File: config.mk
export PLATFORM = sky130hd
export DESIGN_NAME = state_dump_unit
export DESIGN_NICKNAME = d
export VERILOG_FILES = /design/src/rtl/state_dump_unit.sv
export SDC_FILE = /design/constraint.sdc
export NUM_CORES = 1
export LEC_CHECK = 0
export CORE_MARGIN = 4
export CORE_UTILIZATION = 35
export DETAILED_ROUTE_END_ITERATION = 12
export GPL_TIMING_DRIVEN = 0
export HOLD_SLACK_MARGIN = 0.12
export PLACE_DENSITY = 0.76
export SYNTH_ARGS = -nofsm -noshare
export SYNTH_HDL_FRONTEND = slang
export SYNTH_SLANG_ARGS = --single-unit
File: constraint.sdc
create_clock -name clk_i -period 4.69 [get_ports clk_i]
set_clock_uncertainty 0.1 [all_clocks]
set_input_delay 0.7035 -clock clk_i [delete_from_list [all_inputs] [get_ports clk_i]]
set_output_delay 0.7035 -clock clk_i [all_outputs]
set_load 0.005 [all_outputs]
File: src/rtl/state_dump_unit.sv
// State-dump engine: freezes the core, then streams every register-file entry
// followed by every data-memory word as tagged valid/ready beats.
module state_dump_unit #(
  parameter int DATA_W    = 32,
  parameter int REG_COUNT = 32,
  parameter int MEM_COUNT = 32,
  parameter int IDX_W     = 5
) (
  input  logic              clk_i,
  input  logic              rst_i,
  input  logic              start_i,
  output logic              busy_o,
  output logic              halt_o,
  output logic              done_o,
  output logic [IDX_W-1:0]  reg_raddr_o,
  input  logic [DATA_W-1:0] reg_rdata_i,
  output logic [IDX_W-1:0]  mem_raddr_o,
  input  logic [DATA_W-1:0] mem_rdata_i,
  output logic              dump_valid_o,
  input  logic              dump_ready_i,
  output logic              dump_sel_o,
  output logic [IDX_W-1:0]  dump_idx_o,
  output logic [DATA_W-1:0] dump_data_o
);

  typedef enum logic [2:0] {S_IDLE, S_WAIT, S_RD, S_SEND, S_DONE} state_t;

  localparam logic [IDX_W-1:0] REG_LAST = IDX_W'(REG_COUNT - 1);
  localparam logic [IDX_W-1:0] MEM_LAST = IDX_W'(MEM_COUNT - 1);

  state_t              r_state;
  logic                r_sel;
  logic [IDX_W-1:0]    r_idx;
  logic                r_busy;
  logic                r_halt;
  logic                r_done;
  logic                r_valid;
  logic                r_dsel;
  logic [IDX_W-1:0]    r_didx;
  logic [DATA_W-1:0]   r_ddata;

  // Read ports follow the cursor directly; the cursor only moves on a handshake,
  // so the addressed data has a full RD cycle to settle.
  assign reg_raddr_o  = r_idx;
  assign mem_raddr_o  = r_idx;
  assign busy_o       = r_busy;
  assign halt_o       = r_halt;
  assign done_o       = r_done;
  assign dump_valid_o = r_valid;
  assign dump_sel_o   = r_dsel;
  assign dump_idx_o   = r_didx;
  assign dump_data_o  = r_ddata;

  always_ff @(posedge clk_i or negedge rst_i) begin
    if (!rst_i) begin
      r_state <= S_IDLE;
      r_sel   <= 1'b0;
      r_idx   <= '0;
      r_busy  <= 1'b0;
      r_halt  <= 1'b0;
      r_done  <= 1'b0;
      r_valid <= 1'b0;
      r_dsel  <= 1'b0;
      r_didx  <= '0;
      r_ddata <= '0;
    end else begin
      r_done <= 1'b0;
      unique case (r_state)
        S_IDLE: begin
          if (start_i) begin
            r_state <= S_WAIT;
            r_sel   <= 1'b0;
            r_idx   <= '0;
            r_busy  <= 1'b1;
            r_halt  <= 1'b1;
          end
        end
        S_WAIT: r_state <= S_RD;
        S_RD: begin
          r_ddata <= r_sel ? mem_rdata_i : reg_rdata_i;
          r_dsel  <= r_sel;
          r_didx  <= r_idx;
          r_valid <= 1'b1;
          r_state <= S_SEND;
        end
        S_SEND: begin
          if (dump_ready_i) begin
            r_valid <= 1'b0;
            r_state <= S_RD;
            if (!r_sel) begin
              if (r_idx == REG_LAST) begin
                r_sel <= 1'b1;
                r_idx <= '0;
              end else begin
                r_idx <= r_idx + 1'b1;
              end
            end else if (r_idx == MEM_LAST) begin
              r_state <= S_DONE;
              r_done  <= 1'b1;
            end else begin
              r_idx <= r_idx + 1'b1;
            end
          end
        end
        S_DONE: begin
          r_state <= S_IDLE;
          r_busy  <= 1'b0;
          r_halt  <= 1'b0;
        end
        default: r_state <= S_IDLE;
      endcase
    end
  end

endmodule
**Yosys cells after proc, flatten, opt, wreduce, memory -nomap -nowiden**

Index checks and enable logic that the tools add are counted.

- Flip-flop bits (word level): 50
- Bits of input ports: 68
- Output and inout port bits: 52
- Logic and storage cells: 51

- Add/subtract/negate cells: 1
- Equal/unequal tests: 8
- Muxes and demuxes: 24
- Reduce and logical (&&, ||, !) cells: 9

Operator list:

| operator | number |
|---|---|
| $mux W32 | 1 |
| $mux W5 | 5 |
| $mux W3 | 4 |
| $pmux W3 S4 | 1 |
| $pmux W5 S2 | 1 |
| $mux W1 | 9 |
| $eq A3 B2 Y1 const B | 2 |
| $pmux W1 S2 | 3 |
| $reduce_and A2 Y1 | 3 |
| $reduce_bool A2 Y1 | 3 |
| $add A5 B1 Y5 const B | 1 |
| $eq A5 B5 Y1 const B | 1 |
| $ne A2 B2 Y1 const B | 2 |
| $reduce_and A4 Y1 | 1 |
| $eq A3 B1 Y1 const B | 1 |
| $eq A3 B3 Y1 const B | 1 |
| $logic_not A3 Y1 | 1 |
| $ne A3 B3 Y1 const B | 1 |
| $reduce_and A3 Y1 | 1 |

**Logic depth before layout (Yosys ltp)**

- Word-level depth: 5
- Depth in mapped cells: 6
- Mapped depth without buffers: 6

**Worst setup path after synthesis**

OpenSTA, ideal clock, no wires.

- Kind: register to register
- Start: reg r_idx[0] (netlist: mem_raddr_o[0])
- End: reg r_idx[1] (netlist: mem_raddr_o[1])
- Setup time: 121 ps
- Arrival: 1632 ps
- Required time: 4469 ps
- Path slack: 2837 ps
- Stages on the path, launching flop included: 7
- Path buffers: 0
- Period minus slack after synthesis: 1853 ps
- Cell sequence: dfrtp_1 > ha_1 > and3_1 > ha_1 > and2_1 > a22o_1 > a22o_1

- Word-level cells in the longest chain between the ends: 5
- Elaborated cells between the ends (all ways): 9
- Classes of those cells: add/sub: 1; eq/ne: 2; mux: 5; reduce/logical: 1

Ends and longest elaborated chain:

| item | line | source |
|---|---|---|
| from (decl) | 33 | `logic [IDX_W-1:0] r_idx;` |
| from (signal assigned) | 95 | `r_idx <= r_idx + 1'b1;` |
| from (signal assigned) | 101 | `r_idx <= r_idx + 1'b1;` |
| $add A5 B1 Y5 / $eq A5 B5 Y1 (equally long branches) | -- |  |
| $mux W5, on equally long branches | 91, 97 |  |
| $mux W5 | 90 | `if (!r_sel) begin` |
| $mux W5 | 87 | `if (dump_ready_i) begin` |
| $pmux W5 S2 | 68 | `unique case (r_state)` |

Several ways; a longest one is shown, not always the timed one. The select of a mux whose other input is x is not followed.
A chain may end at the register's enable or synchronous reset.

**Worst setup path after layout**

- Start: reg r_idx[2] (netlist: mem_raddr_o[2])
- End: out reg_raddr_o[2]

RTL lines:

| item | line | source |
|---|---|---|
| to (decl) | 15 | `output logic [IDX_W-1:0] reg_raddr_o,` |

No word-level cell between the ends.

==> run metrics <==
vias in the first global route 2,153; Clock Latency Late Sink roughly 0.29 ns; Routed Antenna Nets 0; sequential fraction of the synthesis area between 50% and 60%; Worst-path clk slew around 0.080 ns; Port Buf Inserts between 100 and 150; Synth Area in Adders between 1 and 1.5%; FP Rows 29; Pint roughly 1.2 mW; global-route wire length before repair around 11,000 um; f_max roughly 450 MHz; Yosys warning count 0; Final Max Slew Viols 0; Switch Pwr 0.504 mW; outcome finished clean; DR pass1 iterations 4; Min Hold Slack roughly 0.26 ns; switching share of power 30.0%; Setup TNS 0 ns; Comb pwr share between 40 and 50%; pwr/cell area about 450 nW/um2; grt ovf 0; Final Wtd Congestion approximately 0.77; die area a little over 8000 um2; commonest cells after routing, fill and taps aside clkdlybuf4s50_1, dfrtp_1, nor2_1; antenna fix cells 0; Async SR Flop Fraction between 90% and 100%; most common cell after layout, fill and taps aside clkdlybuf4s50_1; CTS Hold Bufs 0; fin crit share 47.5%; RSZ-0062 raised after global routing false; CTS Root Cell clkbuf_8; Initial Utilization between 30% and 40%; DRC viols 0; crit path max fanout 9; area grow syn2layout 58.5%; setup violators final 0; CTS tree built; DRT iter0 DRCs 34; P_leak about 1.7 nW; share of cells above drive strength 1 around 8.4%; Mapped Cells between 200 and 250; XOR/XNOR share of the synthesized area 0%; GRT Total Usage 15.5%; clock buffer depth 2; Crit. End Element primary output; HPWL after detailed placement between 4000 and 5000 um; initial antenna violation count 0; worst vdd ir 0.189 mV; Simple-Gate Fraction of Synth Area about an eighth; Worst Hold Class input pin to async pin; H-tree levels 2; crit start category flip-flop; count of flip-flops with a built-in enable after synthesis 0; Max Cap Violations 0; largest net degree at the start of global routing 31; final hold violation count 0; Syn Std Cell Area 2360 um2; critical path arrival between 1 and 1.5 ns; mean post-synth cell area about 11 um2; via count 2,084; via/cell ratio ~4.9; Slew @ Worst Pin 0.491 ns; Worst EP required 3.89 ns; Post-CTS Setup Inserts 0; Seq pwr share around two fifths; post-synthesis mux area share roughly 16%; min Tclk post-route roughly 2.2 ns; I/O pins 120; Yosys cell types 32; Worst slew margin 67.2%; total wire length around 6300 um; Syn Nets between 200 and 300; chip height about 90 um; fin nets 415; Avg WL per Cell 14.9 um; Worst Setup Path Type flip-flop to primary output; Clock Power Share between 10 and 15%; fillcell total around 590; die span in x between 90 and 100 um; number of synthesized register bits 50; Post-synth top flop dfrtp_1; CTS resizes 0; TritonCTS buffer count 5; Compound-Gate Fraction of Synth Area between 10% and 20%; clk sinks 50; main combinational cell family by area after synthesis multiplexers; Core Area roughly 6500 um2
-- final cells by class --
type                    instances  area (um2)  share of cell area [%]
well taps                      77        96.3                    2.58
inverters                       2        7.51                   0.201
repair buffers                120        1210                    32.3
flip-flops and latches         50        1250                    33.5
clock buffers                   7        76.3                    2.04
plain buffers                  21         125                    3.35
multi-input cells             145         973                    26.1
-- state kept, by name, indices dropped and copies added (netlist names) --
signal	flops
done_o	1
dump_data_o	32
dump_idx_o	5
dump_sel_o	1
dump_valid_o	1
halt_o	1
mem_raddr_o	5
r_sel	1
r_state	3
-- metal layers --
metal,GRT usage (%),wire (um),vias to the layer above
li1,-,-,1010
met1,19.6,2640,977
met2,26.1,3030,89
met3,5.09,545,8
met4,3.19,67,0
met5,0,0,-
-- power groups by stage --
stage	clock [mW]	sequential (mW)	combinational [mW]
3_3_place_gp	0	0.694	0.747
2_1_floorplan	0	0.702	0.265
3_5_place_dp	0	0.703	0.763
4_1_cts	0.241	0.696	0.767
5_1_grt	0.262	0.718	0.824
6_report	0.234	0.694	0.751
-- path summary, 6_finish.rpt --
path	start	endpoint	slack (ns)	depth (start not counted)
max in group asynchronous	rst_i	dump_data_o[20]	3.70	2
worst min-delay path	rst_i	mem_raddr_o[0]	0.26	1
worst max register to register	mem_raddr_o[0]	mem_raddr_o[0]	2.65	6
worst min register to register	dump_idx_o[3]	dump_idx_o[3]	0.39	1
worst max-delay path	mem_raddr_o[2]	reg_raddr_o[2]	2.46	2
min in group clk_i	dump_idx_o[3]	dump_idx_o[3]	0.39	1
-- worst max-delay path, stage by stage (launching register included) --
cell and delay [ns]:
dfrtp_1 0.49, buf_4 0.15, clkdlybuf4s50_1 0.49
-- Yosys cell counts, drive strengths merged (2+ instances only) --
cell type | n | share of area [%]
buf | 20 | 5.1
inv | 2 | 0.32
nor2 | 38 | 6.1
a22o | 4 | 1.5
nand3 | 5 | 1.1
ha | 2 | 1.1
dfrtp | 50 | 53
mux2i | 32 | 14
o211ai | 3 | 0.96
a21oi | 35 | 7.4
a21o | 2 | 0.64
nor3b | 2 | 1.1
mux2 | 6 | 2.9
nor3 | 2 | 0.42
-- cells by family (layout without fill, tap and decap cells) --
logic type / count (synthesis) / after routing
AOI/OAI and AO/OA: 49 / 49
buffers and inverters: 23 / 150
adders and majority gates: 2 / 2
and+or+nand+nor: 56 / 56
muxes: 38 / 38
DFF: 50 / 50
-- through the flow --
stage | worst slack [ns] | area (um2) | instances | total power, mW | utilization, %
finish | 2.46 | 3740 | 422 | 1.68 | 57.8
global route | 2.40 | 3740 | 422 | 1.80 | 57.8
global placement | 1.36 | 3640 | 414 | 1.44 | 56.4
detailed placement | 2.31 | 3660 | 415 | 1.47 | 56.7
CTS | 2.44 | 3740 | 422 | 1.70 | 57.8
floorplan | 2.84 | 2360 | 218 | 0.967 | -
No activity file was read; power rests on OpenSTA's default activity.
